$ cat config.mk
export PLATFORM = sky130hd
export DESIGN_NAME = note_sequencer
export DESIGN_NICKNAME = d
export VERILOG_FILES = /design/src/rtl/note_sequencer.sv
export SDC_FILE = /design/constraint.sdc
export NUM_CORES = 1
export LEC_CHECK = 0
export CAP_MARGIN = 20
export CORE_ASPECT_RATIO = 0.75
export CORE_MARGIN = 3
export CORE_UTILIZATION = 40
export DETAILED_ROUTE_END_ITERATION = 10
export GPL_TIMING_DRIVEN = 0
export SYNTH_ARGS = -nofsm -noshare
export SYNTH_HDL_FRONTEND = slang
export SYNTH_SLANG_ARGS = --single-unit
$ cat constraint.sdc
create_clock -name clk -period 3.3 [get_ports clk]
set_input_delay 0.33 -clock clk [delete_from_list [all_inputs] [get_ports clk]]
set_output_delay 0.33 -clock clk [all_outputs]
set_load 0.02 [all_outputs]
$ cat src/rtl/note_sequencer.sv
// Writable note-chart sequencer: plays one LANES-bit chart word per beat_tick
// under an IDLE/PLAY/PAUSE/DONE controller with optional looping.
module note_sequencer #(
   parameter int unsigned LANES = 5,
   parameter int unsigned DEPTH = 128,
   localparam int unsigned ADDR_W = $clog2(DEPTH)
) (
   input  logic              clk,
   input  logic              rst,
   input  logic              beat_tick,
   input  logic              start,
   input  logic              stop,
   input  logic              pause,
   input  logic              loop_en,
   input  logic [ADDR_W:0]   song_len,
   input  logic              wr_en,
   input  logic [ADDR_W-1:0] wr_addr,
   input  logic [LANES-1:0]  wr_data,
   output logic [LANES-1:0]  notes,
   output logic              note_valid,
   output logic [ADDR_W-1:0] note_idx,
   output logic              playing,
   output logic              done,
   output logic              wrapped
);

   localparam int unsigned LEN_W = ADDR_W + 1;

   typedef enum logic [1:0] {S_IDLE, S_PLAY, S_PAUSE, S_DONE} state_t;

   state_t              state, state_d;
   logic [ADDR_W-1:0]   rd_addr, rd_addr_d;
   logic [LEN_W-1:0]    len_q, len_d;
   logic [LANES-1:0]    notes_d;
   logic [ADDR_W-1:0]   note_idx_d;
   logic                note_valid_d;
   logic                wrapped_d;

   logic [LANES-1:0]    mem [DEPTH];
   logic [LANES-1:0]    rd_word_c;
   logic                last_slot_c;
   logic [LEN_W-1:0]    len_clamped_c;

   // Chart storage: written in any state, never reset
   always_ff @(posedge clk) begin
      if (wr_en) begin
         mem[wr_addr] <= wr_data;
      end
   end

   // Read of the current slot sees the pre-write word on a same-cycle write
   assign rd_word_c     = mem[rd_addr];
   assign last_slot_c   = (LEN_W'(rd_addr) == (len_q - LEN_W'(1)));
   assign len_clamped_c = (song_len > LEN_W'(DEPTH)) ? LEN_W'(DEPTH) : song_len;

   // State, playback pointer and registered outputs
   always_ff @(posedge clk or posedge rst) begin
      if (rst) begin
         state      <= S_IDLE;
         rd_addr    <= '0;
         len_q      <= '0;
         notes      <= '0;
         note_idx   <= '0;
         note_valid <= 1'b0;
         wrapped    <= 1'b0;
         playing    <= 1'b0;
         done       <= 1'b0;
      end else begin
         state      <= state_d;
         rd_addr    <= rd_addr_d;
         len_q      <= len_d;
         notes      <= notes_d;
         note_idx   <= note_idx_d;
         note_valid <= note_valid_d;
         wrapped    <= wrapped_d;
         playing    <= (state_d == S_PLAY) || (state_d == S_PAUSE);
         done       <= (state_d == S_DONE);
      end
   end

   // Next state: stop > start > pause > beat_tick
   always_comb begin
      state_d      = state;
      rd_addr_d    = rd_addr;
      len_d        = len_q;
      notes_d      = notes;
      note_idx_d   = note_idx;
      note_valid_d = 1'b0;
      wrapped_d    = 1'b0;

      if (stop) begin
         state_d    = S_IDLE;
         rd_addr_d  = '0;
         notes_d    = '0;
         note_idx_d = '0;
      end else if (start) begin
         len_d      = len_clamped_c;
         rd_addr_d  = '0;
         notes_d    = '0;
         note_idx_d = '0;
         state_d    = (len_clamped_c == '0) ? S_DONE : S_PLAY;
      end else begin
         case (state)
            S_PLAY: begin
               if (pause) begin
                  state_d = S_PAUSE;
               end else if (beat_tick) begin
                  notes_d      = rd_word_c;
                  note_idx_d   = rd_addr;
                  note_valid_d = 1'b1;
                  if (!last_slot_c) begin
                     rd_addr_d = rd_addr + ADDR_W'(1);
                  end else if (loop_en) begin
                     rd_addr_d = '0;
                     wrapped_d = 1'b1;
                  end else begin
                     state_d = S_DONE;
                  end
               end
            end
            S_PAUSE: begin
               if (!pause) begin
                  state_d = S_PLAY;
               end
            end
            S_DONE: begin
               if (beat_tick) begin
                  notes_d = '0;
               end
            end
            default: begin
            end
         endcase
      end
   end

endmodule

# Word level (Yosys, flattened, before mapping)
# Memories as Yosys holds them, arrays and structs flattened.
# Index checks and enable logic that the tools add are counted.
# totals
ff_bits	33
mem_bits_rw	640
elab_cells	77
memories	1
# mem_list
name	words	width	read_ports	rd_ports_with_merged_regs	wr	line	rtl
mem	128	5	1	0	1	39	logic [LANES-1:0] mem [DEPTH];
# op_classes
n_addsub	2
order_cmp	1
n_eq_ne	12
n_mux	42
n_bitwise	1
reduce_logical	9
# op_table
op	n
two-way mux 7 bit	12
two-way mux 5 bit	5
two-way mux 2 bit	8
inequality test 4 bit, second input constant	4
two-way mux 1 bit	14
one-hot mux 5 bit (2 select lines)	1
equality test 2 bit, second input constant	4
equality test 7 x 8 -> 1 bit	1
> comparator 8 bit, second input constant	1
logical NOT 8 bit	1
two-way mux 8 bit	1
AND reduction 4 bit	2
subtractor 8 x 1 -> 8 bit, second input constant	1
adder 7 x 1 -> 7 bit, second input constant	1
nonzero test 3 bit	2
equality test 2 x 1 -> 1 bit, second input constant	2
one-hot mux 2 bit (2 select lines)	1
nonzero test 4 bit	1
inequality test 3 bit, second input constant	1
AND reduction 3 bit	1
AND reduction 2 bit	1
logical OR 1 bit	1
inverter 1 bit	1

# Logic depth before layout (Yosys ltp)
# logic_depth
ltp_word	10
ltp_mapped	11
mapped_depth_nobuf	9

# Worst setup path before layout
# No wires, ideal clock.
# synth_path
path_type	reg-to-reg
startpoint	reg len_q[0]
endpoint	reg playing
arrival_ns	2.431
required_ns	3.174
slack_ns	0.743
path_stages_with_launch	10
path_buffers	0
synth_period_minus_slack_ns	2.557
cell_sequence	dfrtp_1 inv_1 ha_1 nor2b_1 o31a_1 a2111oi_1 o221a_4 nand4b_2 a221oi_2 ha_1
# synth_between
elab_chain_cells	10
elab_cells_between_ends	11
# synth_lines
element	line	rtl
start: declaration	33	logic [LEN_W-1:0] len_q, len_d;
start signal: assignment	71	len_q <= len_d;
subtractor 8 x 1 -> 8 bit *	53	assign last_slot_c = (LEN_W'(rd_addr) == (len_q - LEN_W'(1)));
equality test 7 x 8 -> 1 bit *	53	
two-way mux 2 bit *	111	if (!last_slot_c) begin
two-way mux 2 bit *	107	end else if (beat_tick) begin
two-way mux 2 bit *	105	if (pause) begin
one-hot mux 2 bit (2 select lines) *	103	case (state)
two-way mux 2 bit *	96	end else if (start) begin
two-way mux 2 bit *	91	if (stop) begin
via state_d[0]	31	state_t state, state_d;
equality test 2 x 1 -> 1 bit / equality test 2 bit (equally long branches)	76	playing <= (state_d == S_PLAY) || (state_d == S_PAUSE);
logical OR 1 bit *	76	
end signal: assignment	76	
end: declaration	22	output logic playing,
# Mark *: on every way through the listed nets, which the timed path passes. The rest lies on a longest branch.
# A chain may end at the register's enable or synchronous reset.

# Worst setup path in the final report
# layout_path
startpoint	reg rd_addr[1]
endpoint	reg notes[4]
# layout_between
elab_chain_cells	6
# layout_lines
element	line	rtl
start: declaration	32	logic [ADDR_W-1:0] rd_addr, rd_addr_d;
start signal: assignment	70	rd_addr <= rd_addr_d;
memory read (128 x 5 bit)	--	
two-way mux 5 bit	107	
two-way mux 5 bit	105	
one-hot mux 5 bit (2 select lines)	103	
two-way mux 5 bit	96	
two-way mux 5 bit	91	
end signal: assignment	72	notes <= notes_d;
end: declaration	19	output logic [LANES-1:0] notes,
# Every way passes these cells. The select of a mux whose other input is x is not followed.

==> metrics.csv <==
metric;value;unit
slowest library cell on the worst path;a22oi_1;
Crit path largest cell delay;0.42;ns
cell type group with the largest total delay on the critical path;buffers and inverters;
Syn Area/Cell;18.6;um^2
Max Clk Rate;314;MHz
Ant. Diodes;0;
Max Root-Sink Buffers;3;
initial antenna violation count;0;
CP Buf/Inv Count;5;
fin util;0.465;
CP Cell Sequence;buf_4 -> buf_6 -> buf_6 -> buf_4 -> buf_4 -> mux4_2 -> a22oi_1 -> a21oi_1 -> nand3_1 -> nand4_1;
total power;0.0167;W
first-pass GRT wire length;107000;um
Clock Latency Late Sink;0.64;ns
status;complete, no violations;
Reg clk slew, reported paths;0.07;ns
distinct cell type count after synthesis;61;
net count after synthesis;1487;
register bit total from synthesis;673;
drt initial violations;2042;
clk_skew;0.0233;ns
Startpoint Class;register;
die area;0.0709;mm^2
GP Congestion;0.873;
synthesized instance count;1453;
Final Hold Viols;0;
hold slack;0.135;ns
final number of setup-violating endpoints;0;
Synth async-reset ratio;0.0490;
largest net degree at the start of global routing;97;
Final period util;0.965;
FF-to-FF path depth;10;
YS warnings;0;
crit end category;register;
DIE WIDTH;306;um
DRC Markers;0;
worst-path fanout max;10;
die height;231;um
drt wl/cell;30.6;um
post-route minimum period;3.18;ns
Routed Antenna Nets;0;
Vias/cell;6.03;
I/O pin cnt;44;
All-Layer GR Usage;0.215;
layout cell share with drive strength beyond 1;0.208;
Max-Slew Margin vs Limit;0.324;
DR pass1 iterations;5;
Max Cap Viol;0;
pwr/cell area;545;mW/mm^2
predominant post-synthesis flop cell;edfxtp_1;
worst hold path class;primary input to register;
IO buf count;39;
Least-Margin Pin Slew;1.01;ns
vias in the first global route;14300;
core footprint;0.0661;mm^2
Detail Placement HPWL;51800;um
hold_buf cts;0;
clock buffers created by TritonCTS;61;
drt total wl;76000;um
gr ovfl total;0;
WP data required;3.79;ns
Final nets;1599;
sequential share of the synthesized area;0.740;
critical path class;register to register;
synthesized area;0.0271;mm^2
Stages on worst setup path;10;
Starting Density;0.410;
Post-CTS Setup Repair Bufs;0;
TritonCTS Sinks;673;
setup TNS;0;ns
CP most frequent cell;buf_4;
H-tree depth;2;
via count;15000;
Root Driver;clkbuf_16;
WHS Path Cells;1;
Rows;81;
Post-synth EDFFs;640;
Max Slew Vio Count;0;
RSZ-0062 raised after global routing;false;
Lkg Pwr;9.29;nW
CTS tree;done;
WP data arrival;3.68;ns
VDD IR max;0.343;mV
Syn-to-layout area delta;13.4;%
## flip-flops by register name, summed over array words and instances, names as in the netlist, 2 cells and up
register and count:
notes 5, note_idx 7, state 2, mem 640
rd_addr 7, len_q 8
## Yosys cell counts, drive strengths merged (24+ instances only)
library cell  count  area [um^2]
a21oi            25          125
a22oi            25          188
buf              51          285
clkbuf           29          109
dfrtp            33          826
edfxtp          640        19200
mux2             24          270
mux2i            31          310
mux4            150         3380
nand2            73          274
nand3            31          155
nor2            139          522
## through the flow
stage / std cells / instance area, um^2 / setup slack [ns]
detailed placement: 2373 / 28700 / -0.453
finish: 2483 / 30700 / 0.115
global route: 2483 / 30700 / 0.00670
floorplan: 1453 / 27100 / 0.743
CTS: 2483 / 30600 / 0.00116
global placement: 2363 / 28600 / -1.72
## placed cells by master (no fill, tap or decap), types with 7 or more instances in the layout
master | Yosys | layout
a22oi_1 | 25 | 24
inv_1 | 10 | 9
nor2_1 | 139 | 139
clkinv_2 | 0 | 8
nand2_1 | 73 | 73
nor2b_1 | 21 | 21
clkdlybuf4s50_1 | 0 | 34
nand2b_1 | 17 | 17
clkbuf_1 | 29 | 47
o22ai_1 | 7 | 7
a21oi_1 | 25 | 25
clkbuf_16 | 0 | 61
mux2_2 | 24 | 24
nor3_1 | 16 | 16
mux2i_1 | 31 | 29
clkbuf_4 | 0 | 8
dfrtp_1 | 33 | 33
nand3b_1 | 8 | 8
nand4_1 | 9 | 9
a31oi_1 | 12 | 12
a211oi_1 | 14 | 12
clkinv_1 | 0 | 10
o21ai_0 | 21 | 21
edfxtp_1 | 640 | 640
buf_6 | 1 | 7
buf_4 | 12 | 23
nand3_1 | 31 | 31
buf_2 | 33 | 15
mux4_2 | 150 | 150
## repair_timing
item,CTS,global route
pin swaps,0,0
endpoints found under the setup margin,5,5
gates resized for setup,18,21
## routing by layer
metal	global-route usage	part of all wire	vias up
met5	0	0	-
met2	0.293	0.41	876
met1	0.330	0.44	7904
li1	-	-	6082
met4	0.0484	0.021	0
met3	0.0760	0.13	99
## where the power goes
part / switching, W / internal (W)
sequential: 0.0000241 / 0.00939
clock: 0.00312 / 0.00373
combinational: 0.000332 / 0.000135
## area by class of cell
class / count / area, um^2
repair buffers: 49 / 573
inverters: 10 / 37.5
flip-flops and latches: 673 / 20000
clock buffers: 83 / 1620
multi-input cells: 690 / 6620
well taps: 871 / 1090
fillers: 5569 / 35400
clock inverters: 27 / 240
plain buffers: 80 / 474
## cell families after synthesis
group | count (synthesis) | share of synthesized area
compound gates | 134 | 0.0341
mux | 205 | 0.146
buf+inv | 90 | 0.0159
flops | 673 | 0.740
xor+xnor | 7 | 0.00226
fa+ha+maj | 6 | 0.00277
simple gates | 338 | 0.0583
## path summary, 6_finish.rpt
path | start | endpoint | slack (ns)
worst max-delay path | rd_addr[1] | notes[4] | 0.12
worst min-delay path | wr_data[3] | mem[49][3] | 0.14
worst max register to register | rd_addr[1] | notes[4] | 0.12
worst min register to register | note_idx[6] | note_idx[6] | 0.53
max in group asynchronous | rst | note_idx[2] | 2.61
min in group asynchronous | rst | len_q[0] | 0.19
Note: power is estimated with default switching activity, not from simulation.
